===== src/rtl/uart_rx_16x.sv =====
// uart_rx_16x: 16x oversampling 8N1 serial receiver with a byte holding register.
//   clk        in   system clock, rising edge
//   reset      in   synchronous active-high reset
//   rxd        in   asynchronous serial line, idle high
//   rd         in   one-cycle read strobe, consumes the held byte
//   rx_data    out  [7:0] last received byte
//   rx_valid   out  holding register has an unread byte
//   rx_ferr    out  held byte had its stop bit sampled low
//   rx_overrun out  a byte was overwritten before being read
module uart_rx_16x #(
  parameter int unsigned CLKSPEED = 40000000,
  parameter int unsigned BAUD     = 115200,
  parameter int unsigned DIVISOR  = (CLKSPEED + 8 * BAUD) / (16 * BAUD)
) (
  input  logic       clk,
  input  logic       reset,
  input  logic       rxd,
  input  logic       rd,
  output logic [7:0] rx_data,
  output logic       rx_valid,
  output logic       rx_ferr,
  output logic       rx_overrun
);

  localparam int unsigned DIV_W  = (DIVISOR > 1) ? $clog2(DIVISOR) : 1;
  localparam int unsigned SC_W   = 4;
  localparam int unsigned IDX_W  = 3;
  localparam int unsigned DATA_W = 8;

  typedef enum logic [1:0] {
    IDLE  = 2'd0,
    START = 2'd1,
    DATA  = 2'd2,
    STOP  = 2'd3
  } state_t;

  state_t state, state_nxt;

  logic              sync1, rxs;
  logic [DIV_W-1:0]  div_cnt;
  logic              tick;
  logic [SC_W-1:0]   sc;
  logic              s7, s8;
  logic              maj;
  logic [IDX_W-1:0]  idx;
  logic [DATA_W-1:0] shift;

  logic start_det;
  logic shift_en;
  logic idx_clr;
  logic idx_inc;
  logic load;
  logic at_s9;
  logic at_s15;

  // Two-flop synchroniser, reset to the idle line level
  always_ff @(posedge clk) begin
    if (reset) begin
      sync1 <= 1'b1;
      rxs   <= 1'b1;
    end else begin
      sync1 <= rxd;
      rxs   <= sync1;
    end
  end

  // 16x tick generator; restarted on the start edge so ticks align to it
  assign tick = (div_cnt == DIV_W'(DIVISOR - 1));

  always_ff @(posedge clk) begin
    if (reset || start_det || tick) begin
      div_cnt <= '0;
    end else begin
      div_cnt <= div_cnt + DIV_W'(1);
    end
  end

  // Sample counter within a bit, wraps 15 -> 0
  always_ff @(posedge clk) begin
    if (reset || start_det) begin
      sc <= '0;
    end else if (tick && (state != IDLE)) begin
      sc <= sc + SC_W'(1);
    end
  end

  assign at_s9  = tick && (sc == SC_W'(9));
  assign at_s15 = tick && (sc == SC_W'(15));

  // Capture samples 7 and 8; sample 9 is the live rxs at the deciding tick
  always_ff @(posedge clk) begin
    if (reset) begin
      s7 <= 1'b1;
      s8 <= 1'b1;
    end else if (tick && (sc == SC_W'(7))) begin
      s7 <= rxs;
    end else if (tick && (sc == SC_W'(8))) begin
      s8 <= rxs;
    end
  end

  assign maj = (s7 & s8) | (s7 & rxs) | (s8 & rxs);

  // Frame sequencing: state register
  always_ff @(posedge clk) begin
    if (reset) begin
      state <= IDLE;
    end else begin
      state <= state_nxt;
    end
  end

  // Frame sequencing: next state and datapath strobes
  always_comb begin
    state_nxt = state;
    start_det = 1'b0;
    shift_en  = 1'b0;
    idx_clr   = 1'b0;
    idx_inc   = 1'b0;
    load      = 1'b0;
    case (state)
      IDLE: begin
        if (!rxs) begin
          state_nxt = START;
          start_det = 1'b1;
        end
      end
      START: begin
        if (at_s9 && maj) begin
          state_nxt = IDLE;
        end else if (at_s15) begin
          state_nxt = DATA;
          idx_clr   = 1'b1;
        end
      end
      DATA: begin
        if (at_s9) begin
          shift_en = 1'b1;
        end
        if (at_s15) begin
          if (idx == IDX_W'(DATA_W - 1)) begin
            state_nxt = STOP;
          end else begin
            idx_inc = 1'b1;
          end
        end
      end
      STOP: begin
        // Return to IDLE mid stop bit so the next start edge is not missed
        if (at_s9) begin
          load      = 1'b1;
          state_nxt = IDLE;
        end
      end
      default: state_nxt = IDLE;
    endcase
  end

  // Bit index and LSB-first shift register
  always_ff @(posedge clk) begin
    if (reset) begin
      idx   <= '0;
      shift <= '0;
    end else begin
      if (idx_clr) begin
        idx <= '0;
      end else if (idx_inc) begin
        idx <= idx + IDX_W'(1);
      end
      if (shift_en) begin
        shift <= {maj, shift[DATA_W-1:1]};
      end
    end
  end

  // Holding register and status flags; a load takes priority over a read
  always_ff @(posedge clk) begin
    if (reset) begin
      rx_data    <= '0;
      rx_valid   <= 1'b0;
      rx_ferr    <= 1'b0;
      rx_overrun <= 1'b0;
    end else if (load) begin
      rx_data    <= shift;
      rx_valid   <= 1'b1;
      rx_ferr    <= ~maj;
      // Overrun only if the old byte is still unread and not being read now
      rx_overrun <= rx_valid & ~rd;
    end else if (rd && rx_valid) begin
      rx_valid   <= 1'b0;
      rx_ferr    <= 1'b0;
      rx_overrun <= 1'b0;
    end
  end

endmodule


===== config.mk =====
export PLATFORM = sky130hd
export DESIGN_NAME = uart_rx_16x
export DESIGN_NICKNAME = d
export VERILOG_FILES = /design/src/rtl/uart_rx_16x.sv
export SDC_FILE = /design/constraint.sdc
export NUM_CORES = 1
export LEC_CHECK = 0
export BUFFER_PORTS_ARGS = -buffer_cell sky130_fd_sc_hd__buf_4
export CAP_MARGIN = 30
export CORE_UTILIZATION = 55
export CTS_CLUSTER_DIAMETER = 100
export CTS_CLUSTER_SIZE = 25
export DETAILED_ROUTE_END_ITERATION = 8
export PLACE_DENSITY = 0.75
export SYNTH_ARGS = -nofsm -noshare
export SYNTH_HDL_FRONTEND = slang
export SYNTH_SLANG_ARGS = --single-unit

===== constraint.sdc =====
create_clock -name clk -period 2.8 [get_ports clk]
set_input_delay 0 -clock clk [delete_from_list [all_inputs] [get_ports clk]]
set_output_delay 0 -clock clk [all_outputs]
set_load 0.005 [all_outputs]

# Yosys cells after proc, flatten, opt, wreduce, memory -nomap -nowiden
# Index checks and enable logic that the tools add are counted.
# word_totals
reg_bits,37
latchBits,0
mem_bits_rw,0
romBits,0
inputBits,4
output_inout_bits,11
word_cells,76
mem_count,0
# classes
n_addsub,3
mul,0
div_mod_pow,0
magnitude_cmp,0
n_eq_ne,14
shift,0
muxes,22
n_bitwise,9
n_reduce_logical,15
# op_table
op,n
1-bit 2-to-1 mux,15
4-bit equality test (second input constant),3
2-bit 2-to-1 mux,6
2-bit != test (second input constant),4
2-bit one-hot mux with 4 select lines,1
1-bit logical AND,7
5-bit by 1-bit adder with 5-bit output (second input constant),1
5-bit equality test (second input constant),1
5-bit AND reduction,1
4-bit by 1-bit adder with 4-bit output (second input constant),1
1-bit bitwise AND,4
2-bit equality test (second input constant),2
4-bit by 3-bit equality test with 1-bit output (second input constant),1
2-bit nonzero test,2
3-bit by 1-bit adder with 3-bit output (second input constant),1
3-bit equality test (second input constant),1
3-bit != test (second input constant),1
1-bit inverter,3
2-bit by 1-bit equality test with 1-bit output (second input constant),1
2-bit logical NOT,1
1-bit logical OR,2
1-bit bitwise OR,2
2-bit AND reduction,1
2-bit OR reduction,1

# Logic depth before layout (Yosys ltp)
# Gate-level depths: netlist of the first run.
# depth
ltp_word,7
ltp_mapped,6

# Least setup slack after synthesis of the first run
# No wires, ideal clock.
# synth_timing
path_type,register -> register
start,register idx[0]
end,register idx[0]
setup_ns,0.070
arrival_ns,1.443
t_required_ns,2.730
path_slack_ns,1.287
path_stages_with_launch,6
n_path_buf,0
path_cell_list,dfxtp_1 > ha_1 > ha_1 > nand4bb_1 > or4_1 > a21oi_1
# synth_between
elab_chain_cells,4
# synth_lines
element,line_no,rtl
from (decl),45,logic [IDX_W-1:0] idx;
from (signal assigned),168,idx <= idx + IDX_W'(1);
3-bit equality test,141,if (idx == IDX_W'(DATA_W - 1)) begin
1-bit 2-to-1 mux,141,
1-bit 2-to-1 mux,140,if (at_s15) begin
1-bit 2-to-1 mux,121,case (state)
# Parallel ways exist; a longest one is shown, timed or not.
# A chain may end at the register's enable or synchronous reset.

# Final worst setup path of the first run
# layout_timing
start,register div_cnt[0]
end,register rx_valid
# layout_between
elab_chain_cells,5
# layout_lines
element,line_no,rtl
from (decl),40,logic [DIV_W-1:0] div_cnt;
from (signal assigned),74,div_cnt <= div_cnt + DIV_W'(1);
5-bit equality test (*),68,assign tick = (div_cnt == DIV_W'(DIVISOR - 1));
1-bit logical AND (*),87,assign at_s9 = tick && (sc == SC_W'(9));
1-bit 2-to-1 mux (*),150,if (at_s9) begin
1-bit 2-to-1 mux (*),121,
1-bit 2-to-1 mux / 2-bit nonzero test (equally long branches),--,
to (signal assigned),180,rx_valid <= 1'b0;
to (signal assigned),185,rx_valid <= 1'b1;
to (signal assigned),190,rx_valid <= 1'b0;
to (decl),20,"output logic rx_valid,"
# Mark *: on every way between the ends. The rest lies on a longest branch, timed or not.

==> PnR_summary.wiki, run 1 <==
{| class="wikitable"
! Metric !! Value
|-
| Htree depth || 2
|-
| Top cell type's share of synthesized area || roughly 44%
|-
| Crit path DAT || 2630 ps
|-
| Post-synthesis instance total || 173
|-
| Instance area at placement || approximately 1800 sq um
|-
| Largest stage delay on the critical path || 620 ps
|-
| Synthesized area per cell || 9.79 sq um
|-
| Yosys cell types || 38
|-
| Quantity of gates resized following cts || 0
|-
| GR Overflow Total || 0
|-
| Synthesized netlist net count || about 180
|-
| Total die area || 3300 sq um
|-
| Initial antenna violation count || 0
|-
| Comb pwr share || 5.0%
|-
| Startpoint type of the worst setup path || flip-flop
|-
| Count of endpoints failing hold in the final timing report || 0
|-
| R2r worst-path depth || 5
|-
| Buffer depth of the longest clock path || 2
|-
| Estimated wirelength of the detail-placed design || 2380 um
|-
| Most instantiated flip-flop cell in the synthesis netlist || sky130_fd_sc_hd__dfxtp_1
|-
| Total global-route track usage || 23.8%
|-
| Total CTS buffers || 5
|-
| Hold path start || sync1
|-
| Routed vias || 1334
|-
| Min-Delay Path Depth || 1
|-
| Proportion of synthesized chip area in sequential cells || 43.8%
|-
| Wire length after detailed routing || 3440 um
|-
| Relative contribution of the clock network to total power || 32.0%
|-
| First-pass GRT wire length || 5910 um
|-
| Reg2reg end || rx_valid
|-
| Number of DRC violations after detailed-routing iteration 0 || 48
|-
| Cell-internal power || between 600 and 700 uW
|-
| Site row count || 19
|-
| Area growth syn-to-layout || 11.8%
|-
| Final worst-path cycle share || a little over four fifths
|-
| Crit-path max FO || 14
|-
| Cell with the biggest individual delay on the critical path || sky130_fd_sc_hd__or3_1
|-
| # clock sinks || 37
|-
| Final ANT Viol Nets || 0
|-
| Port Buf Inserts || 14
|-
| Switching part of the total power || 25.0%
|-
| Worst path setup slack after routing || approximately 470 ps
|-
| Path type of the worst setup path || reg -> reg
|-
| Post-route cell area || around 1900 sq um
|-
| Fraction of final layout cells sized beyond drive strength 1 || 15.7%
|-
| Area of the multi-input gates || 868 sq um
|-
| Synth area leader || sky130_fd_sc_hd__dfxtp_1
|-
| IR drop worst, VDD || 0.000395 V
|-
| First-pass detailed-route iteration total || 4
|-
| Worst flop-to-flop path startpoint || div_cnt[0]
|-
| Worst setup path endpoint || rx_valid
|-
| Leakage || 0.779 nW
|-
| CP Capture Type || flip-flop
|-
| PD cells || 456 nW/um^2
|-
| Slew of the pin with the lowest slew margin || 483 ps
|-
| Largest net degree at the start of global routing || 17
|-
| Number of warnings printed during yosys synthesis || 0
|-
| Final count of negative-setup-slack endpoints || 0
|-
| Run status || finished clean
|-
| Die height || 57.5 um
|-
| Overall die width || between 50 and 60 um
|-
| Core utilization of the finished layout || 66.9%
|-
| Beginning of the critical path || div_cnt[0]
|-
| Clock Pin Slew Worst Setup and Hold Paths || 110 ps
|-
| Yosys reg bits || 37
|-
| Number of enable flip-flop cells after synthesis || 0
|-
| Time the final worst path needs with I/O delays and setup || 2330 ps
|-
| CP cell instances || ha_1 > nand4b_2 > or3_1 > a21oi_1 > dlygate4sd3_1
|-
| Class of the tightest hold or removal check || reg -> reg
|-
| Weighted congestion at the end of routability-driven global placement || 0.883
|-
| Setup TNS || 0 ps
|-
| DRC violation count after routing || 0
|-
| Final worst clock skew || 14.1 ps
|-
| Slew headroom || 67.8%
|-
| Fraction of power consumed by sequential logic || 63.0%
|-
| Storage cell area || 741 sq um
|-
| Final antenna diode count || 0
|-
| TritonCTS clock tree || done
|-
| Cell chosen for the clock root || sky130_fd_sc_hd__clkbuf_4
|-
| RSZ-0062 raised after global routing || no
|-
| Count of maximum capacitance violations || 0
|-
| Clock insertion delay at the later pin of the skew report || between 300 and 400 ps
|-
| Largest cells by area after synthesis || sky130_fd_sc_hd__dfxtp_1 (44%), sky130_fd_sc_hd__mux2i_1 (5.9%), sky130_fd_sc_hd__ha_1 (5.2%)
|-
| Average routed wire per standard cell || ~16 um
|-
| Avg Vias per Cell || 6.01
|-
| Upper clock frequency limit || around 0.43 GHz
|-
| Fillers || 236
|-
| Floorplan Core Area || about 2800 sq um
|-
| Post-synth design cell area || 1690 sq um
|-
| NetSw || 216 uW
|-
| Async SR Flop Fraction || 0%
|-
| Number of I/O pins || 15
|-
| Via count of the first global-routing pass || around 1300
|-
| Final slew viol count || 0
|-
| Register-to-register path setup slack || between 400 and 500 ps
|-
| Worst setup slack before clock tree synthesis || 893 ps
|-
| Overall power || about 860 uW
|-
| Initial cell density of the core || 59.8%
|-
| Net count of the finished layout || 201
|-
| Data required time at the worst endpoint || 3100 ps
|}
==> placed cells by master (no fill, tap or decap), types with 2 or more instances in the layout <==
master | netlist | final
sky130_fd_sc_hd__dlygate4sd3_1 | 0 | 5
sky130_fd_sc_hd__o21ai_0 | 4 | 4
sky130_fd_sc_hd__clkinv_2 | 0 | 2
sky130_fd_sc_hd__a31oi_1 | 2 | 2
sky130_fd_sc_hd__nor2b_1 | 2 | 2
sky130_fd_sc_hd__nor4_1 | 8 | 8
sky130_fd_sc_hd__dfxtp_1 | 37 | 37
sky130_fd_sc_hd__a31o_1 | 8 | 8
sky130_fd_sc_hd__clkbuf_4 | 0 | 5
sky130_fd_sc_hd__or3_1 | 2 | 2
sky130_fd_sc_hd__nor2_1 | 6 | 6
sky130_fd_sc_hd__xor2_1 | 2 | 2
sky130_fd_sc_hd__ha_1 | 7 | 7
sky130_fd_sc_hd__o31ai_1 | 7 | 7
sky130_fd_sc_hd__inv_1 | 7 | 7
sky130_fd_sc_hd__nor3_1 | 3 | 3
sky130_fd_sc_hd__nand2_1 | 6 | 6
sky130_fd_sc_hd__or4_1 | 4 | 4
sky130_fd_sc_hd__a21oi_1 | 9 | 9
sky130_fd_sc_hd__mux2i_1 | 10 | 10
sky130_fd_sc_hd__buf_4 | 2 | 15
sky130_fd_sc_hd__nand2b_1 | 13 | 13
sky130_fd_sc_hd__or2_2 | 3 | 3
sky130_fd_sc_hd__nand3_1 | 7 | 7
sky130_fd_sc_hd__nand4_1 | 3 | 3
==> worst min-delay path by stage <==
stage | slack (ps) | endpoint
final | 430 | rxs
after global routing | 440 | rxs
after CTS | 430 | rxs
after detailed placement | 190 | sync1
after global placement | 190 | sync1
after floorplan | 100 | sync1
==> repair_timing <==
action | in CTS | in global routing
setup buffers | 0 | 0
hold buffers | 5 | 0
endpoints found under the hold margin | 7 | 0
==> cells by family (layout without fill, tap and decap cells) <==
group / Yosys count / after routing / share of synthesized area (%)
fa+ha+maj: 8 / 8 / 5.76
buf+inv: 17 / 35 / 4.95
xor+xnor: 3 / 3 / 1.55
flops: 37 / 37 / 43.8
mux: 10 / 10 / 5.91
compound gates: 34 / 34 / 14.4
simple gates: 64 / 64 / 23.7
==> routing by layer <==
layer | GRT usage, % | part of all wire, % | vias to the layer above
li1 | - | - | 670
met1 | 31.5 | 49 | 637
met2 | 36.2 | 46 | 22
met3 | 7.71 | 3.5 | 5
met4 | 9.06 | 1.1 | 0
met5 | 0 | 0 | -
==> layout make-up <==
cell class	count	share of cell area, %
Sequential cell	37	39.2
Inverter	7	1.39
Tap cell	31	2.05
Clock inverter	3	0.926
Multi-Input combinational cell	119	45.9
Clock buffer	5	1.98
Timing Repair Buffer	20	8.60
==> critical path, delay by kind of cell, from the launching register on <==
family	cells	cell delay, ps
AND/OR/NAND/NOR	2	940
buffers and inverters	1	550
flip-flops	1	400
adder cells (fa/ha/maj)	1	200
AO/OA/AOI/OAI	1	180
==> cells in the mapped netlist, types with 2 or more instances <==
| cell | number |
|---|---|
| sky130_fd_sc_hd__o21ai_0 | 4 |
| sky130_fd_sc_hd__buf_4 | 2 |
| sky130_fd_sc_hd__clkbuf_1 | 3 |
| sky130_fd_sc_hd__dfxtp_1 | 37 |
| sky130_fd_sc_hd__a31oi_1 | 2 |
| sky130_fd_sc_hd__nand3_1 | 7 |
| sky130_fd_sc_hd__o31ai_1 | 7 |
| sky130_fd_sc_hd__a21oi_1 | 9 |
| sky130_fd_sc_hd__nor3_1 | 3 |
| sky130_fd_sc_hd__nand4_1 | 3 |
| sky130_fd_sc_hd__or2_2 | 3 |
| sky130_fd_sc_hd__mux2i_1 | 10 |
| sky130_fd_sc_hd__xor2_1 | 2 |
| sky130_fd_sc_hd__buf_2 | 4 |
| sky130_fd_sc_hd__a31o_1 | 8 |
| sky130_fd_sc_hd__or3_1 | 2 |
| sky130_fd_sc_hd__nor4_1 | 8 |
| sky130_fd_sc_hd__nand2b_1 | 13 |
| sky130_fd_sc_hd__inv_1 | 7 |
| sky130_fd_sc_hd__nor2b_1 | 2 |
| sky130_fd_sc_hd__nand2_1 | 6 |
| sky130_fd_sc_hd__or4_1 | 4 |
| sky130_fd_sc_hd__nor2_1 | 6 |
| sky130_fd_sc_hd__ha_1 | 7 |
==> state kept, by name, indices dropped and copies added (netlist names), named ones only <==
name	flops
div_cnt	5
idx	3
rx_data	8
rx_ferr	1
rx_overrun	1
rx_valid	1
rxs	1
s7	1
s8	1
sc	4
shift	8
state	1
sync1	1
==> power by group through the flow <==
stage,Sequential (mW),Clock (mW),Combinational (mW)
floorplan,0.549,0,0.0336
global placement,0.554,0,0.0363
detailed placement,0.555,0,0.0379
CTS,0.543,0.283,0.0430
global route,0.545,0.304,0.0493
finish,0.544,0.276,0.0435
==> stage by stage <==
stage	hold slack, ps	std cells
2_1_floorplan	104	173
3_3_place_gp	189	209
3_5_place_dp	188	209
4_1_cts	433	222
5_1_grt	442	222
6_report	428	222
No activity file was read; power rests on OpenSTA's default activity.
==> run 2: changes to the inputs <==
==> constraint.sdc (replaced) <==
create_clock -name clk -period 2.33 [get_ports clk]
set_input_delay 0 -clock clk [delete_from_list [all_inputs] [get_ports clk]]
set_output_delay 0 -clock clk [all_outputs]
set_load 0.005 [all_outputs]
==> run 2 against run 1 <==
- sequential share of layout area shrank 0.79 points
- power grew 35%
- register-to-register slack lost 340 ps
- clock skew shrank 7.3 ps
- largest power group unchanged
- routed wire length shrank 7.4%
- via count shrank 2.5%
- cell count is the same
- critical path depth is the same
==> PnR_summary.wiki, run 2 (synthesis results as in run 1) <==
{| class="wikitable"
! Metric !! Value
|-
| R2r worst-path depth || 5 (unchanged)
|-
| Upper clock frequency limit || 0.455 GHz (+6.1%)
|-
| Most used cells in the layout excluding fill and tap cells || sky130_fd_sc_hd__dfxtp_1 (37), sky130_fd_sc_hd__buf_4 (15), sky130_fd_sc_hd__nand2b_1 (13)
|-
| Final antenna diode count || 0 (unchanged)
|-
| Total global-route track usage || 22.5% (-1.3 points)
|-
| Crit path DAT || 2490 ps (-140 ps)
|-
| Floorplan Core Area || 2830 sq um (unchanged)
|-
| Overall die width || 57.5 um (unchanged)
|-
| IR drop worst, VDD || 0.000507 V (+28%)
|-
| Largest registers || rx_data x8, shift x8, div_cnt x5
|-
| Data required time at the worst endpoint || 2620 ps (-480 ps)
|-
| DRC violation count after routing || 0 (unchanged)
|-
| Final worst clock skew || 6.82 ps (-7.25 ps)
|-
| Fillers || 215 (-8.9%)
|-
| Total CTS buffers || 5 (unchanged)
|-
| TritonCTS clock tree || done
|-
| Number of I/O pins || 15 (unchanged)
|-
| Count of maximum capacitance violations || 0 (unchanged)
|-
| Clock Pin Slew Worst Setup and Hold Paths || 110 ps (about the same)
|-
| Storage cell area || 741 sq um (unchanged)
|-
| Initial cell density of the core || 59.8% (unchanged)
|-
| Crit-path max FO || 14 (unchanged)
|-
| Worst setup path endpoint || rx_valid
|-
| Avg Vias per Cell || 5.86 (-2.5%)
|-
| Register-to-register path setup slack || 130 ps (-340 ps)
|-
| Estimated wirelength of the detail-placed design || 2310 um (-2.8%)
|-
| Average routed wire per standard cell || 14.4 um (-7.4%)
|-
| Leakage || 0.794 nW (+1.9%)
|-
| Site row count || 19 (unchanged)
|-
| Beginning of the critical path || div_cnt[0]
|-
| Final slew viol count || 0 (unchanged)
|-
| Largest net degree at the start of global routing || 17 (unchanged)
|-
| Buffer depth of the longest clock path || 2 (unchanged)
|-
| Leading cell type in the layout, fill and taps excluded || sky130_fd_sc_hd__dfxtp_1
|-
| Routed vias || 1301 (-2.5%)
|-
| Time the final worst path needs with I/O delays and setup || 2200 ps (-133 ps)
|-
| Wire length after detailed routing || 3190 um (-7.4%)
|-
| Final worst-path cycle share || 94.4% (+11 points)
|-
| Worst path setup slack after routing || 132 ps (-337 ps)
|-
| Buffer count from post-CTS setup fixing || 0 (unchanged)
|-
| Path type of the worst setup path || reg -> reg
|-
| PD cells || 605 nW/um^2 (+32%)
|-
| Port Buf Inserts || 14 (unchanged)
|-
| Htree depth || 2 (unchanged)
|-
| Setup TNS || 0 ps (unchanged)
|-
| Worst flop-to-flop path startpoint || div_cnt[0]
|-
| Slew headroom || 67.5% (-0.25 points)
|-
| Initial antenna violation count || 0 (unchanged)
|-
| Final count of negative-setup-slack endpoints || 0 (unchanged)
|-
| Clock insertion delay at the later pin of the skew report || 340 ps (-20 ps)
|-
| Weighted congestion at the end of routability-driven global placement || 0.883 (about the same)
|-
| Worst setup slack before clock tree synthesis || 447 ps (-446 ps)
|-
| Fraction of final layout cells sized beyond drive strength 1 || 16.2% (+0.52 points)
|-
| First-pass GRT wire length || 5660 um (-4.2%)
|-
| Cell chosen for the clock root || sky130_fd_sc_hd__clkbuf_4
|-
| Area of the multi-input gates || 873 sq um (+0.58%)
|-
| # clock sinks || 37 (unchanged)
|-
| Reg2reg end || rx_valid
|-
| First-pass detailed-route iteration total || 4 (unchanged)
|-
| Run status || finished clean
|-
| CP Capture Type || flip-flop
|-
| Slew of the pin with the lowest slew margin || 486 ps (+3.75 ps)
|-
| Area growth syn-to-layout || 14.0%
|-
| Class of the tightest hold or removal check || reg -> reg
|-
| Total die area || 3300 sq um (unchanged)
|-
| Net count of the finished layout || 201 (unchanged)
|-
| Die height || 57.5 um (unchanged)
|-
| Count of endpoints failing hold in the final timing report || 0 (unchanged)
|-
| GR Overflow Total || 0 (unchanged)
|-
| Number of DRC violations after detailed-routing iteration 0 || 32 (-33%)
|-
| Post-route cell area || 1930 sq um (+2.1%)
|-
| Instance area at placement || 1790 sq um (unchanged)
|-
| RSZ-0062 raised after global routing || no
|-
| Startpoint type of the worst setup path || flip-flop
|-
| Overall power || 1.17 mW (+35%)
|-
| Via count of the first global-routing pass || 1293 (-2.0%)
|-
| Final ANT Viol Nets || 0 (unchanged)
|}
==> run 2: metal layers <==
metal | global-route usage (%) | share of wire (%) | vias up
met5 | 0 | 0 | -
met4 | 5.57 | 1.2 | 0
met3 | 9.07 | 4.2 | 7
met2 | 35.0 | 45 | 21
met1 | 29.2 | 50 | 601
li1 | - | - | 672
==> run 2: worst max-delay path, stage by stage, from the launching register on <==
cell and delay, ps:
sky130_fd_sc_hd__dfxtp_1 400, sky130_fd_sc_hd__ha_1 200, sky130_fd_sc_hd__nand4b_2 320, sky130_fd_sc_hd__or3_4 550, sky130_fd_sc_hd__a21oi_1 140, sky130_fd_sc_hd__dlygate4sd3_1 540
==> run 2: through the flow <==
stage | hold slack, ps | utilization [%] | std cells
after floorplan | 104 | - | 173
after global placement | 189 | 63.2 | 209
after detailed placement | 188 | 63.2 | 209
after CTS | 428 | 68.1 | 222
after global routing | 438 | 68.2 | 222
final | 424 | 68.2 | 222
==> run 2: area by class of cell <==
type	count	share of cell area [%]
Inverter	7	1.36
Timing Repair Buffer	20	8.43
Multi-Input combinational cell	119	45.2
Clock buffer	6	2.66
Clock inverter	2	1.94
Tap cell	31	2.01
Sequential cell	37	38.4
==> run 2: timing repair <==
item | in CTS | in global routing
endpoints found under the hold margin | 7 | 0
gates resized for setup | 0 | 1
hold buffers | 5 | 0
endpoints found under the setup margin | 0 | 1
==> run 2: how the worst min path moves through the flow <==
stage,start,endpoint,slack (ps),depth (start not counted)
after global placement,rxd,sync1,190,2
after global routing,sync1,rxs,440,1
final,sync1,rxs,420,1
after detailed placement,rxd,sync1,190,2
after floorplan,rxd,sync1,100,1
after CTS,sync1,rxs,430,1
==> run 2: where the power goes <==
part,switching [mW],internal (mW),leakage [nW]
clock,0.209,0.255,0.0445
sequential,0.0117,0.641,0.299
combinational,0.0268,0.0241,0.450
total,0.247,0.920,0.794
==> run 3: changes to the inputs <==
--- a/config.mk
+++ b/config.mk
@@ -7,11 +7,14 @@
 export LEC_CHECK = 0
 export BUFFER_PORTS_ARGS = -buffer_cell sky130_fd_sc_hd__buf_4
 export CAP_MARGIN = 30
-export CORE_UTILIZATION = 55
+export CELL_PAD_IN_SITES_DETAIL_PLACEMENT = 1
+export CELL_PAD_IN_SITES_GLOBAL_PLACEMENT = 2
+export CORE_UTILIZATION = 37
 export CTS_CLUSTER_DIAMETER = 100
 export CTS_CLUSTER_SIZE = 25
 export DETAILED_ROUTE_END_ITERATION = 8
-export PLACE_DENSITY = 0.75
+export PLACE_DENSITY_LB_ADDON = 0.1
+export SLEW_MARGIN = 20
 export SYNTH_ARGS = -nofsm -noshare
 export SYNTH_HDL_FRONTEND = slang
 export SYNTH_SLANG_ARGS = --single-unit
==> run 3 against run 2 <==
- global-route usage fell by 4.7 points
- hold slack got worse by 400 ps
- combinational power fell by 2%
- utilization fell by 24 points
- flip-flop and latch count did not move
- via count rose by 3.2%
- clock power rose by 5.0%
- first-iteration DRC count rose by 47%
- largest power group unchanged
==> PnR_summary.wiki, run 3 (synthesis results as in run 1) <==
{| class="wikitable"
! Metric !! Value
|-
| Leading cell type in the layout, fill and taps excluded || sky130_fd_sc_hd__dfxtp_1
|-
| Final worst-path cycle share || 90.2% (-4.2 points)
|-
| Weighted congestion at the end of routability-driven global placement || 0.735 (-17%)
|-
| Startpoint type of the worst setup path || flip-flop
|-
| Final slew viol count || 0 (unchanged)
|-
| Estimated wirelength of the detail-placed design || 2900 um (+26%)
|-
| Slew headroom || 66.2% (-1.3 points)
|-
| Routed vias || 1343 (+3.2%)
|-
| Setup TNS || 0 ps (unchanged)
|-
| Final antenna diode count || 0 (unchanged)
|-
| Initial antenna violation count || 0 (unchanged)
|-
| Count of maximum capacitance violations || 0 (unchanged)
|-
| First-pass detailed-route iteration total || 4 (unchanged)
|-
| Buffer count from post-CTS setup fixing || 0 (unchanged)
|-
| Time the final worst path needs with I/O delays and setup || 2100 ps (-97.2 ps)
|-
| Floorplan Core Area || 4380 sq um (+55%)
|-
| PD cells || 608 nW/um^2 (+0.54%)
|-
| CP Capture Type || flip-flop
|-
| NetSw || 260 uW (+4.9%)
|-
| Overall die width || 69.6 um (+21%)
|-
| Total CTS buffers || 5 (unchanged)
|-
| Worst flop-to-flop path startpoint || div_cnt[0]
|-
| Crit path DAT || 2330 ps (-160 ps)
|-
| Hold path start || reset
|-
| Beginning of the critical path || div_cnt[0]
|-
| Class of the tightest hold or removal check || in -> reg
|-
| Total die area || 4850 sq um (+47%)
|-
| Upper clock frequency limit || 0.476 GHz (+4.6%)
|-
| Site row count || 24 (+5)
|-
| Clock insertion delay at the later pin of the skew report || 290 ps (-50 ps)
|-
| Category of cells accounting for the largest share of critical-path delay || simple AND/OR/NAND/NOR gates
|-
| Path type of the worst setup path || reg -> reg
|-
| Final worst clock skew || 8.16 ps (+1.33 ps)
|-
| Largest registers || rx_data x8, shift x8, div_cnt x5
|-
| Comb pwr share || 4.2% (-0.2 points)
|-
| Buffer depth of the longest clock path || 2 (unchanged)
|-
| Relative contribution of the clock network to total power || 40.9% (+1.2 points)
|-
| Area of the multi-input gates || 873 sq um (unchanged)
|-
| Overall power || 1.19 mW (+1.9%)
|-
| Average routed wire per standard cell || 16.5 um (+15%)
|-
| Crit path buf inv count || 1 (unchanged)
|-
| Wire length after detailed routing || 3990 um (+25%)
|-
| Initial cell density of the core || 38.6% (-21 points)
|-
| Slew of the pin with the lowest slew margin || 507 ps (+20.2 ps)
|-
| Clock Pin Slew Worst Setup and Hold Paths || 70 ps (-40 ps)
|-
| Fillers || 518 (+140%)
|-
| Leakage || 0.801 nW (+0.88%)
|-
| Cell with the biggest individual delay on the critical path || sky130_fd_sc_hd__dlygate4sd3_1
|-
| DRC violation count after routing || 0 (unchanged)
|-
| Cell-internal power || 930 uW (+1.1%)
|-
| Switching part of the total power || 21.8% (+0.62 points)
|-
| Worst setup slack before clock tree synthesis || 503 ps (+56.2 ps)
|-
| First-pass GRT wire length || 6760 um (+20%)
|-
| Worst path setup slack after routing || 229 ps (+97.2 ps)
|-
| Largest stage delay on the critical path || 550 ps (about the same)
|-
| IR drop worst, VDD || 0.000368 V (-27%)
|-
| Total global-route track usage || 17.8% (-4.7 points)
|-
| Number of DRC violations after detailed-routing iteration 0 || 47 (+47%)
|-
| Fraction of final layout cells sized beyond drive strength 1 || 16.8% (+0.61 points)
|-
| # clock sinks || 37 (unchanged)
|-
| Largest net degree at the start of global routing || 17 (unchanged)
|-
| Net count of the finished layout || 200 (-0.50%)
|-
| GR Overflow Total || 0 (unchanged)
|-
| CP cell instances || ha_1 > nand4b_2 > or3_4 > a21oi_1 > dlygate4sd3_1
|-
| Die height || 69.6 um (+21%)
|-
| Htree depth || 2 (unchanged)
|-
| Storage cell area || 741 sq um (unchanged)
|-
| Avg Vias per Cell || 5.55 (-5.3%)
|-
| Via count of the first global-routing pass || 1383 (+7.0%)
|-
| Area growth syn-to-layout || 15.6%
|-
| Final count of negative-setup-slack endpoints || 0 (unchanged)
|-
| Core utilization of the finished layout || 44.6% (-24 points)
|-
| Number of I/O pins || 15 (unchanged)
|-
| Fraction of power consumed by sequential logic || 54.9% (-1.0 points)
|-
| Crit-path max FO || 10 (-4)
|-
| TritonCTS clock tree || done
|-
| Most used cells in the layout excluding fill and tap cells || sky130_fd_sc_hd__dfxtp_1 (37), sky130_fd_sc_hd__buf_4 (16), sky130_fd_sc_hd__nand2b_1 (13)
|-
| Cell chosen for the clock root || sky130_fd_sc_hd__clkbuf_8
|-
| Final hold slack || 27.0 ps (-397 ps)
|-
| Port Buf Inserts || 14 (unchanged)
|-
| Data required time at the worst endpoint || 2560 ps (-60 ps)
|-
| Final ANT Viol Nets || 0 (unchanged)
|-
| Count of endpoints failing hold in the final timing report || 0 (unchanged)
|-
| RSZ-0062 raised after global routing || no
|-
| Run status || finished clean
|}
[run 3: changes by cell type in the layout (fill, tap and decap cells not counted)]
cell | previous run | this run
sky130_fd_sc_hd__dlygate4sd3_1 | 5 | 3
sky130_fd_sc_hd__clkbuf_8 | 1 | 7
sky130_fd_sc_hd__bufinv_16 | 1 | 0
sky130_fd_sc_hd__clkinvlp_4 | 1 | 0
sky130_fd_sc_hd__clkinv_2 | 0 | 1
sky130_fd_sc_hd__clkbuf_4 | 5 | 0
sky130_fd_sc_hd__buf_4 | 15 | 16
[run 3: power groups by stage]
stage	registers (mW)	clock network, mW	logic, mW
floorplan	0.660	0	0.0404
global placement	0.667	0	0.0458
detailed placement	0.668	0	0.0470
CTS	0.653	0.499	0.0499
global route	0.655	0.531	0.0571
finish	0.653	0.487	0.0497
[run 3: worst paths after layout]
path	end	cells after the start	slack, ps
max	rx_valid	5	230
min	state[0]	2	30
max reg2reg	rx_valid	5	230
min reg2reg	rxs	1	410
[run 3: repair_timing]
action / 4_1_cts / 5_1_grt
endpoints found under the hold margin: 2 / 0
resized for setup: 0 / 1
hold buffers: 3 / 0
setup endpoints to repair: 0 / 1
[run 3: routing by layer]
layer	routed length, um	global-route usage [%]
met3	92	4.36
met1	2040	23.5
met4	37	5.33
met5	0	0
met2	1820	28.8
[run 3: final cells by class]
type	instances	share of cell area, %
Sequential cell	37	37.9
Clock buffer	7	4.92
Timing Repair Buffer	19	7.67
Multi-Input combinational cell	119	44.6
Inverter	7	1.34
Tap cell	52	3.32
Clock inverter	1	0.256
[run 3: through the flow]
step | instance area (sq um) | instances
floorplan | 1690 | 173
global placement | 1820 | 231
detailed placement | 1820 | 231
CTS | 1950 | 242
global route | 1960 | 242
finish | 1960 | 242
